`src/rtl/waveform_generator_axis.sv`:
```
// Paced waveform source (saw/triangle/square/const) for the AXI-stream DAC path.
// One sample per RATE_DIV enabled clocks into a 1-deep register; backpressure drops samples and flags overrun.
module waveform_generator_axis #(
   parameter int unsigned RATE_DIV    = 1000,
   parameter int unsigned PHASE_WIDTH = 24
) (
   input  logic                   clk,
   input  logic                   rst,
   input  logic                   en,
   input  logic [1:0]             mode,
   input  logic [PHASE_WIDTH-1:0] phase_inc,
   input  logic [15:0]            const_level,
   input  logic                   clr_overrun,
   output logic                   m_axis_valid,
   input  logic                   s_axis_ready,
   output logic [15:0]            m_axis_data,
   output logic                   overrun
);

   localparam int unsigned CNT_W   = (RATE_DIV > 1) ? $clog2(RATE_DIV) : 1;
   localparam logic [CNT_W-1:0] CNT_MAX = CNT_W'(RATE_DIV - 1);

   typedef enum logic [1:0] {
      MODE_SAW   = 2'b00,
      MODE_TRI   = 2'b01,
      MODE_SQ    = 2'b10,
      MODE_CONST = 2'b11
   } mode_e;

   logic [CNT_W-1:0]       div_cnt, div_cnt_nxt;
   logic [PHASE_WIDTH-1:0] phase, phase_nxt;
   logic                   valid_nxt;
   logic [15:0]            data_nxt;
   logic                   overrun_nxt;
   logic                   tick_c;
   logic [15:0]            p_c;
   logic [15:0]            sample_c;

   // Pacer: counter is held at zero while disabled, so a re-enable restarts the full period
   always_comb begin
      tick_c      = en && (div_cnt == CNT_MAX);
      div_cnt_nxt = '0;
      if (en && !tick_c) div_cnt_nxt = div_cnt + CNT_W'(1);
   end

   // Waveform mapper on the top 16 phase bits (value before this tick's update)
   always_comb begin
      p_c      = phase[PHASE_WIDTH-1 -: 16];
      sample_c = p_c;
      case (mode_e'(mode))
         MODE_SAW:   sample_c = p_c;
         MODE_TRI:   sample_c = p_c[15] ? ~{p_c[14:0], 1'b0} : {p_c[14:0], 1'b0};
         MODE_SQ:    sample_c = p_c[15] ? 16'h0000 : 16'hFFFF;
         MODE_CONST: sample_c = const_level;
         default:    sample_c = p_c;
      endcase
   end

   // Output slot: a tick loads only if the slot is empty or draining this cycle, otherwise it is dropped
   always_comb begin
      phase_nxt   = phase;
      valid_nxt   = m_axis_valid;
      data_nxt    = m_axis_data;
      overrun_nxt = overrun;
      if (clr_overrun) overrun_nxt = 1'b0;
      if (tick_c) begin
         phase_nxt = phase + phase_inc;
         if (!m_axis_valid || s_axis_ready) begin
            valid_nxt = 1'b1;
            data_nxt  = sample_c;
         end else begin
            overrun_nxt = 1'b1;
         end
      end else if (m_axis_valid && s_axis_ready) begin
         valid_nxt = 1'b0;
      end
   end

   always_ff @(posedge clk) begin
      if (rst) begin
         div_cnt      <= '0;
         phase        <= '0;
         m_axis_valid <= 1'b0;
         m_axis_data  <= '0;
         overrun      <= 1'b0;
      end else begin
         div_cnt      <= div_cnt_nxt;
         phase        <= phase_nxt;
         m_axis_valid <= valid_nxt;
         m_axis_data  <= data_nxt;
         overrun      <= overrun_nxt;
      end
   end

endmodule

```
`config.mk`:
```
export PLATFORM = sky130hd
export DESIGN_NAME = waveform_generator_axis
export DESIGN_NICKNAME = d
export VERILOG_FILES = /design/src/rtl/waveform_generator_axis.sv
export SDC_FILE = /design/constraint.sdc
export NUM_CORES = 1
export LEC_CHECK = 0
export BUFFER_PORTS_ARGS = -buffer_cell sky130_fd_sc_hd__buf_2
export CAP_MARGIN = 20
export CORE_ASPECT_RATIO = 0.9
export CORE_MARGIN = 2
export CORE_UTILIZATION = 30
export DETAILED_ROUTE_END_ITERATION = 12
export REMOVE_ABC_BUFFERS = 1
export SYNTH_ARGS = -nofsm -noshare
export SYNTH_HDL_FRONTEND = slang
export SYNTH_SLANG_ARGS = --single-unit
```
`constraint.sdc`:
```
create_clock -name clk -period 2.5 [get_ports clk]
set_input_delay 0 -clock clk [delete_from_list [all_inputs] [get_ports clk]]
set_output_delay 0 -clock clk [all_outputs]
set_load 0.1 [all_outputs]
```
==> metrics.md <==
| Metric | Value |
|---|---|
| Max clock buf depth | 2 |
| VDD IR-drop max | 0.205 mV |
| First-pass GRT wire length | 17000 um |
| Crit path max-delay family | compound AO/OA/AOI/OAI gates |
| Final worst-path cycle share | between 90% and 100% |
| Post-Syn Area | 3530 sq um |
| Antenna-violating nets left | 0 |
| Fin area | between 4000 and 5000 sq um |
| Worst slew margin | around two fifths |
| Vias | about 3600 |
| Detailed Routing Iterations Pass 1 | 5 |
| Total wire length | around 10000 um |
| Pwr Density | between 300 and 400 nW/um^2 |
| Fin cells | between 600 and 700 |
| FF/Latch Area | about 1000 sq um |
| Core Rows | 37 |
| Die width | roughly 120 um |
| Clock skew | roughly 5.1 ps |
| Post-synthesis cell type count | around 50 |
| Average size of a mapped cell | around 7.6 sq um |
| Initial Util | around 31% |
| H-tree depth | 2 |
| Die height | roughly 110 um |
| Final slew viol count | 0 |
| Total Routing Usage GR | between 15 and 20% |
| Sum of buffers and inverters on the critical path | 0 |
| Total core area | between 10000 and 15000 sq um |
| GPL Wtd Cong | 0.969 |
| Die ar. | 12600 sq um |
| Area growth, synth to finish | 21.1% |
| Asr flop ratio synth | 0% |
| CTS Hold Bufs | 0 |
| Number of synthesized flops with an enable pin | 0 |
| DPL Wire Length | ~7600 um |
| Final setup margin | approximately 84 ps |
| Hold Path Class | in2reg |
| Layout filler cell count | roughly 1200 |
| Overflow after GRT | 0 |
| Area of the multi-input gates | roughly 2400 sq um |
| Synth Flop Type | dfxtp_1 |
| Req. time, crit path | between 2000 and 3000 ps |
| Initial DRC Count | 215 |
| Final setup violation count | 0 |
| Status | finished, final reports clean |
| TritonCTS Buffers | 5 |
| PortBufs | 64 |
| CP max-delay cell | a221o_1 |
| Largest net degree at the start of global routing | between 40 and 50 |
| Worst Path Arrival | 2590 ps |
| CTS tree | yes |
| Post-route DRC | 0 |
| Dpl ws | roughly 54 ps |
| Clock Pin Slew Worst Setup and Hold Paths | 60 ps |
| Most common cell after layout, fill and taps aside | nand2_1 |
| CP endpoint kind | flip-flop |
| WL/cell | ~15 um |
| Post-Synthesis Cells | between 400 and 500 |
| Worst-path cell chain | ha_4 -> fa_2 -> a21o_1 -> a221o_1 -> a21oi_4 -> o21ai_4 -> a221oi_2 -> xnor2_1 -> o21ai_1 |
| Crit start category | flip-flop |
| Dpl cell area | about 4000 sq um |
| ANT cells | 0 |
| Fmax | approximately 410 MHz |
| CP Class | reg2reg |
| Via-to-Cell Ratio | approximately 5.3 |
| Ratio of cells with drive above 1 in the final layout | roughly a fifth |
| Antenna violations before repair | 0 |
| Pleak | ~0.0019 uW |
| Worst-Skew Late Latency | a little under 300 ps |
| Critical Path Max Stage Delay | ~400 ps |
| Number of top-level pins | 65 |
| Clock root buffer | clkbuf_16 |
| Commonest non-fill, non-tap cells in the layout | nand2_1 (65), buf_2 (64), a21oi_1 (59) |
| Vias in the first global route | around 3500 |
| Sequential area share after synthesis | ~30% |
| NumNets Final | roughly 600 |
| Slew @ Worst Pin | roughly 900 ps |
| Max Cap Violations | 0 |
| Post-layout min period | approximately 2400 ps |
| Ys Warns | 0 |
| Final hold vios | 0 |
| Dpl cells | about 670 |
| Clock sink count | 52 |
| Worst-path maximum fanout | 3 |
| Register bit total from synthesis | 52 |
## registers in the layout, indices dropped and copies added (netlist names)
signal        flops
div_cnt          10
m_axis_data      16
m_axis_valid      1
overrun           1
phase            24
## synth_stat cells (all sizes together), types with 6 or more instances
master	count	area [sq um]
clkbuf	25	93.8
nand2	65	244
inv	8	30.0
nor2	28	108
ha	24	300
nand3	12	60.1
o22ai	15	93.8
o211ai	16	120
nor3	7	35.0
xnor2	8	70.1
o21ai	20	104
or3	6	37.5
a21oi	62	314
dfxtp	52	1040
a22oi	14	105
xor2	15	131
a21o	23	173
## worst reg2reg max path, delay by kind of cell, from the launching register on
family	cells	cell delay [ps]
adder cells (fa/ha/maj)	2	490
XOR/XNOR	1	150
flip-flops	1	330
AO/OA/AOI/OAI	6	1330
## cell families after synthesis
group	count (synthesis)	synth area share [%]
buffers and inverters	36	3.94
AOI/OAI and AO/OA	171	30.6
xor gates and xnor gates	23	5.71
DFF	52	29.5
adders and majority gates	25	9.08
muxes	2	0.639
and+or+nand+nor	152	20.5
## through the flow
step | TNS, ps | power (uW) | util (%) | hold slack, ps
3_3_place_gp | 0 | 1040 | 35.6 | 326
5_1_grt | -20.0 | 1780 | 37.4 | 38.7
3_5_place_dp | 0 | 1050 | 35.6 | 322
6_report | 0 | 1700 | 37.4 | 21.3
4_1_cts | 0 | 1720 | 36.7 | 14.0
2_1_floorplan | 0 | 959 | - | 69.1
## power by group
part	leakage (uW)	internal, uW	switching [uW]	total, uW
sequential	0.000419	829	1.34	831
combinational	0.00138	81.4	121	202
clock	0.0000667	365	302	667
total	0.00187	1280	424	1700
## metal layers
layer / track usage [%] / vias up / share of wire (%)
met1: 22.5 / 1669 / 49
li1: - / 1812 / -
met3: 2.98 / 12 / 5.4
met2: 26.7 / 111 / 44
met5: 0 / - / 0
met4: 4.22 / 0 / 1.2
## final timing paths
| kind | startpoint | slack (ps) | cells after the start | to |
|---|---|---|---|---|
| setup / recovery | phase[0] | 80 | 9 | phase[18] |
| hold / removal | clr_overrun | 20 | 4 | overrun |
| setup reg to reg | phase[0] | 80 | 9 | phase[18] |
| hold reg to reg | m_axis_data[6] | 450 | 2 | m_axis_data[6] |
## what timing repair did
item                       4_1_cts  5_1_grt
setup endpoints to repair        0        5
setup buffers                    0        2
resized for setup                0       11
## final cells by class
cell class | instances | area share, %
Multi-Input combinational cell | 373 | 56.2
Clock inverter | 1 | 0.117
Timing Repair Buffer | 84 | 11.0
Tap cell | 156 | 4.57
Sequential cell | 52 | 24.4
Clock buffer | 6 | 3.02
Inverter | 8 | 0.703
No activity file was read; power rests on OpenSTA's default activity.
